`src/rtl/multi_cycle_control_unit.sv`:
```
// Main sequencer for the 16-bit multi-cycle RISC datapath.
// A Moore FSM steps each instruction through IF/ID/EX/MEM/WB. Every datapath
// enable and mux select is decoded combinationally from the state register,
// the IR opcode and the ALU flags. Only `illegal` (and the optional counters)
// are registered.
//
// Optional feature: define CTRL_PERF_COUNTERS_EN to enable the cycle and
// retired-instruction counters. When it is undefined, both counter ports are
// tied to zero.
//
// Ports:
//   clk        rising-edge clock
//   reset      asynchronous, active-low reset
//   op         IR opcode, stable from ID to the end of the instruction
//   zero       ALU zero flag (used in EX)
//   negative   ALU negative flag (used in EX)
//   mem_ready  data-memory completion (used in MEM)
//   state      IF=000 ID=001 EX=010 MEM=011 WB=100 HALT=111
//   pc_write   PC load enable
//   pc_src     00 PC+1, 01 branch target, 10 jump target, 11 RR
//   ir_write   IR load enable
//   rr_write   return register <- PC (CALL)
//   reg_write  register-file write enable
//   alu_src    0 busB, 1 extended immediate
//   alu_op     00 ADD, 01 SUB, 10 AND
//   ext_op     1 sign-extend, 0 zero-extend
//   mem_read   data-memory read strobe
//   mem_write  data-memory write strobe
//   mem_to_reg WB source: 1 memory, 0 ALU
//   illegal    sticky flag: reserved opcode decoded
//   cycle_cnt  cycles since reset (optional)
//   instr_cnt  retired instructions (optional)
module multi_cycle_control_unit #(
  parameter int OP_W  = 4,
  parameter int CNT_W = 16
) (
  input  logic             clk,
  input  logic             reset,
  input  logic [OP_W-1:0]  op,
  input  logic             zero,
  input  logic             negative,
  input  logic             mem_ready,
  output logic [2:0]       state,
  output logic             pc_write,
  output logic [1:0]       pc_src,
  output logic             ir_write,
  output logic             rr_write,
  output logic             reg_write,
  output logic             alu_src,
  output logic [1:0]       alu_op,
  output logic             ext_op,
  output logic             mem_read,
  output logic             mem_write,
  output logic             mem_to_reg,
  output logic             illegal,
  output logic [CNT_W-1:0] cycle_cnt,
  output logic [CNT_W-1:0] instr_cnt
);

  localparam logic [OP_W-1:0] OP_AND  = OP_W'(0);
  localparam logic [OP_W-1:0] OP_ADD  = OP_W'(1);
  localparam logic [OP_W-1:0] OP_SUB  = OP_W'(2);
  localparam logic [OP_W-1:0] OP_ADDI = OP_W'(3);
  localparam logic [OP_W-1:0] OP_ANDI = OP_W'(4);
  localparam logic [OP_W-1:0] OP_LW   = OP_W'(5);
  localparam logic [OP_W-1:0] OP_SW   = OP_W'(6);
  localparam logic [OP_W-1:0] OP_BEQ  = OP_W'(7);
  localparam logic [OP_W-1:0] OP_BNE  = OP_W'(8);
  localparam logic [OP_W-1:0] OP_BGT  = OP_W'(9);
  localparam logic [OP_W-1:0] OP_BLT  = OP_W'(10);
  localparam logic [OP_W-1:0] OP_JMP  = OP_W'(11);
  localparam logic [OP_W-1:0] OP_CALL = OP_W'(12);
  localparam logic [OP_W-1:0] OP_RET  = OP_W'(13);

  typedef enum logic [2:0] {
    S_IF   = 3'b000,
    S_ID   = 3'b001,
    S_EX   = 3'b010,
    S_MEM  = 3'b011,
    S_WB   = 3'b100,
    S_HALT = 3'b111
  } state_t;

  state_t cur, nxt;
  logic   rsv;
  logic   taken;

  // Everything above RET is reserved (14 and 15 for the 4-bit opcode).
  assign rsv   = (op > OP_RET);
  assign taken = ((op == OP_BEQ) &&  zero) ||
                 ((op == OP_BNE) && !zero) ||
                 ((op == OP_BGT) && !zero && !negative) ||
                 ((op == OP_BLT) &&  negative);

  assign state = cur;

  always_ff @(posedge clk or negedge reset) begin
    if (!reset) cur <= S_IF;
    else        cur <= nxt;
  end

  always_ff @(posedge clk or negedge reset) begin
    if (!reset)                 illegal <= 1'b0;
    else if (cur == S_ID && rsv) illegal <= 1'b1;
  end

  always_comb begin
    nxt        = cur;
    pc_write   = 1'b0;
    pc_src     = 2'b00;
    ir_write   = 1'b0;
    rr_write   = 1'b0;
    reg_write  = 1'b0;
    alu_src    = 1'b0;
    alu_op     = 2'b00;
    ext_op     = 1'b0;
    mem_read   = 1'b0;
    mem_write  = 1'b0;
    mem_to_reg = 1'b0;
    case (cur)
      S_IF: begin
        ir_write = 1'b1;
        pc_write = 1'b1;
        nxt      = S_ID;
      end
      S_ID: begin
        if (op == OP_JMP) begin
          pc_write = 1'b1;
          pc_src   = 2'b10;
          nxt      = S_IF;
        end else if (op == OP_CALL) begin
          rr_write = 1'b1;
          pc_write = 1'b1;
          pc_src   = 2'b10;
          nxt      = S_IF;
        end else if (op == OP_RET) begin
          pc_write = 1'b1;
          pc_src   = 2'b11;
          nxt      = S_IF;
        end else if (rsv) begin
          nxt = S_HALT;
        end else begin
          nxt = S_EX;
        end
      end
      S_EX: begin
        // Unreachable opcodes fall back to fetch rather than wedging.
        nxt = S_IF;
        case (op)
          OP_AND: begin alu_op = 2'b10; nxt = S_WB; end
          OP_ADD: begin alu_op = 2'b00; nxt = S_WB; end
          OP_SUB: begin alu_op = 2'b01; nxt = S_WB; end
          OP_ADDI: begin
            alu_src = 1'b1;
            ext_op  = 1'b1;
            nxt     = S_WB;
          end
          OP_ANDI: begin
            alu_src = 1'b1;
            alu_op  = 2'b10;
            nxt     = S_WB;
          end
          OP_LW, OP_SW: begin
            alu_src = 1'b1;
            ext_op  = 1'b1;
            nxt     = S_MEM;
          end
          OP_BEQ, OP_BNE, OP_BGT, OP_BLT: begin
            alu_op = 2'b01;
            if (taken) begin
              pc_write = 1'b1;
              pc_src   = 2'b01;
            end
          end
          default: ;
        endcase
      end
      S_MEM: begin
        mem_read  = (op == OP_LW);
        mem_write = (op == OP_SW);
        if (mem_ready) nxt = (op == OP_LW) ? S_WB : S_IF;
      end
      S_WB: begin
        reg_write  = 1'b1;
        mem_to_reg = (op == OP_LW);
        nxt        = S_IF;
      end
      S_HALT: nxt = S_HALT;
      default: nxt = S_IF;
    endcase
    // Reset is asynchronous, so the strobes must drop the moment it asserts,
    // not at the next edge.
    if (!reset) begin
      pc_write   = 1'b0;
      pc_src     = 2'b00;
      ir_write   = 1'b0;
      rr_write   = 1'b0;
      reg_write  = 1'b0;
      alu_src    = 1'b0;
      alu_op     = 2'b00;
      ext_op     = 1'b0;
      mem_read   = 1'b0;
      mem_write  = 1'b0;
      mem_to_reg = 1'b0;
    end
  end

`ifdef CTRL_PERF_COUNTERS_EN
  logic             retire;
  logic [CNT_W-1:0] cyc_q;
  logic [CNT_W-1:0] ins_q;

  // Any transition back into IF retires an instruction; IF itself never
  // returns to IF and HALT never leaves, so no further qualification is needed.
  assign retire = (nxt == S_IF) && (cur != S_IF);

  always_ff @(posedge clk or negedge reset) begin
    if (!reset) begin
      cyc_q <= '0;
      ins_q <= '0;
    end else begin
      cyc_q <= cyc_q + CNT_W'(1);
      if (retire) ins_q <= ins_q + CNT_W'(1);
    end
  end

  assign cycle_cnt = cyc_q;
  assign instr_cnt = ins_q;
`else
  assign cycle_cnt = '0;
  assign instr_cnt = '0;
`endif

endmodule

```
`config.mk`:
```
export PLATFORM = sky130hd
export DESIGN_NAME = multi_cycle_control_unit
export DESIGN_NICKNAME = d
export VERILOG_FILES = /design/src/rtl/multi_cycle_control_unit.sv
export SDC_FILE = /design/constraint.sdc
export NUM_CORES = 1
export LEC_CHECK = 0
export BUFFER_PORTS_ARGS = -buffer_cell sky130_fd_sc_hd__clkbuf_2
export CORE_ASPECT_RATIO = 0.6
export CORE_MARGIN = 5
export CORE_UTILIZATION = 23
export CTS_CLUSTER_DIAMETER = 120
export CTS_CLUSTER_SIZE = 20
export DETAILED_ROUTE_END_ITERATION = 8
export GPL_ROUTABILITY_DRIVEN = 0
export GPL_TIMING_DRIVEN = 0
export PLACE_DENSITY = 0.57
export SLEW_MARGIN = 20
export SYNTH_ARGS = -nofsm -noshare
export SYNTH_HDL_FRONTEND = slang
export SYNTH_SLANG_ARGS = --single-unit
```
`constraint.sdc`:
```
create_clock -name clk -period 1.1 [get_ports clk]
set_clock_uncertainty 0.15 [all_clocks]
set_input_delay 0.055 -clock clk [delete_from_list [all_inputs] [get_ports clk]]
set_output_delay 0.055 -clock clk [all_outputs]
set_load 0.05 [all_outputs]
```
==> impl_metrics.ini <==
[status]
status = finished with violations
failed_checks = setup timing

[clock_network]
cts_sinks = 4
cts.path.max_buffers = 2
cts_max_level = 1
clock-root-buffer = clkbuf_8
cts.clk_slew.worst_paths_ns = 0.04
cts_buffers = 3
cts_tree = built
insertion_delay_ns = 0.23

[cells_and_area]
nets = 184
drive_gt1_share_pct = 59.8
n_antenna_cell = 0
fillers = 295
area_growth_pct = 110

[critical_path]
worstSetupPathType = flop to output port
crit_chain = buf_8 > nor2b_4 > nand3b_1 > nor4_4 > clkbuf_8
worstSetupEndpointType = output port
crit_fanout = 4
worst_ep_arrival_time_ns = 1.46
required_ns = 0.89
start_kind = flop
path_delay_family = simple AND/OR/NAND/NOR gates
slowest_stage = dfrtp_2
crit_buf_inv = 2
rrSetupSlack_ns = -0.36
slowest_delay_ns = 0.42

[power]
leakage_nw = 0.784
power_density_nw_per_um2 = 1720
power_w = 0.00277
vdd_drop_max_mv = 0.973

[global_route]
grt_pass1_vias = 888
grt_overflow_total = 0
grt_max_degree = 11
grtUsageTotal_pct = 11.5
grt_pass1_wl_mm = 4.14
antenna_found_initial = 0

[synthesis]
seq_area_frac_synth_pct = 13.1
yosysMostFrequentCell = buf_4
ys.flop_type = dfrtp_1
synth_edf_count = 0
syn_avg_cell_area_um2 = 7.29
yosysTopAreaCell = buf_4
netlist_instances = 105
synthTopCellsByCount = buf_4 (33), nand2_1 (12), nand2b_1 (6), nor2b_1 (5), nor3_1 (5)
netlist.area_leader.share_pct = 32.4
ys_async_sr_fraction_pct = 100
ys_types = 34
syn_area_um2 = 766
ys_warn_count = 0
synth_area_leaders = buf_4 (32%), dfrtp_1 (13%), nand2_1 (5.9%), nand2b_1 (4.9%), nor2b_1 (4.1%)
yosys_register_bits = 4

[drt]
wl_per_cell_um = 11.9
antenna_left = 0
routed_via_density = 3.99
dr.pass1.iters = 4
drc = 0
wirelength_mm = 2.61
first_iter_violations = 52
vias = 874

[die]
core.rowCount = 16
dieHeight_um = 54.7
fp.dieArea_um2 = 4620
start_util_pct = 23.8
die_x_um = 84.5
pin_count = 58
core_um2 = 3220

[sta]
max_freq_mhz = 599
slew_violations = 0
fin_ws_ns = -0.568
final_min_period_over_clock_period_pct = 152
fin_crit_ns = 1.67
finalHoldViolCount = 0
rsz0062_at_grt = true
finalSetupViolations = 17
fin_setup_tns_ns = -7.44

[placed_design]
dpl.hpwl_mm = 1.91
io_buffers = 23

[flow_run]
max_cap_viol_count = 0

[worst_hold_path]
holdCritPathClass = input pin to flop
-- sequential cells by signal (all words and copies together) (netlist names) --
signal and count:
illegal 1, state 3
-- stage by stage --
stage	instances	worst slack, ns	utilization [%]	cell area (um2)	hold slack, ns
floorplan	136	-0.737	-	1050	-0.391
global placement	204	-0.562	38.0	1230	-0.235
detailed placement	204	-0.576	38.0	1230	-0.232
CTS	217	-0.624	48.6	1570	0.0254
global route	219	-0.639	49.9	1610	0.0357
finish	219	-0.568	49.9	1610	0.0326
-- area by class of cell --
cell class              count  area [um2]  share of cell area, %
well taps                  45        56.3                   3.50
inverters                   1        3.75                  0.233
plain buffers              38         319                   19.8
multi-input cells          93         726                   45.1
repair buffers             34         355                   22.1
flip-flops and latches      4         104                   6.45
clock buffers               4        45.0                   2.80
-- metal layers --
layer,routed length [um],track usage [%],up-vias
met5,0,0,-
met4,73,5.53,0
met3,133,3.16,6
met2,1410,21.6,33
met1,995,12.5,401
li1,-,-,434
-- worst register-to-register path: cells and delay by family (launching register included) --
family / cells / cell delay [ns]
DFF: 1 / 0.42
buffers and inverters: 3 / 0.40
and+or+nand+nor: 2 / 0.34
AOI/OAI and AO/OA: 1 / 0.07
-- cells in the final DEF (no fill, tap or decap), drive strengths merged, types with 2 or more instances in the layout --
cell	instances
nand3	2
nor4	2
conb	32
nor2	4
nor3	5
buf	58
a31oi	3
dfrtp	4
nand2	12
nand2b	7
nor2b	5
clkbuf	17
a21oi	4
-- worst paths after layout --
| path | startpoint | end | cells after the start |
|---|---|---|---|
| min | mem_ready | state[2] | 3 |
| max reg2reg | state[2] | state[1] | 6 |
| min in group asynchronous | reset | state[2] | 2 |
| max in group asynchronous | reset | state[1] | 2 |
| max | state[2] | rr_write | 5 |
| min reg2reg | illegal | illegal | 1 |
-- where the power goes --
group | leakage, nW | total, W | switching (W) | internal (W)
clock | 0.0228 | 0.000338 | 0.0000894 | 0.000249
sequential | 0.0444 | 0.000273 | 0.0000526 | 0.000220
combinational | 0.717 | 0.00216 | 0.00129 | 0.000865
-- kinds of logic after synthesis --
group / count (synthesis) / share of synthesized area, %
simple gates: 45 / 32.4
flops: 4 / 13.1
buf+inv: 39 / 36.6
compound gates: 15 / 16.3
xor+xnor: 1 / 1.14
other cells: 1 / 0.490
-- what timing repair did --
action                     in CTS  in global routing
hold endpoints to repair        4                  0
resized for setup              47                 20
gates cloned                    0                  0
pin swaps                      10                  6
setup buffers                   8                  5
hold buffers                    1                  0
setup endpoints to repair      17                 18
No activity file was read; power rests on OpenSTA's default activity.
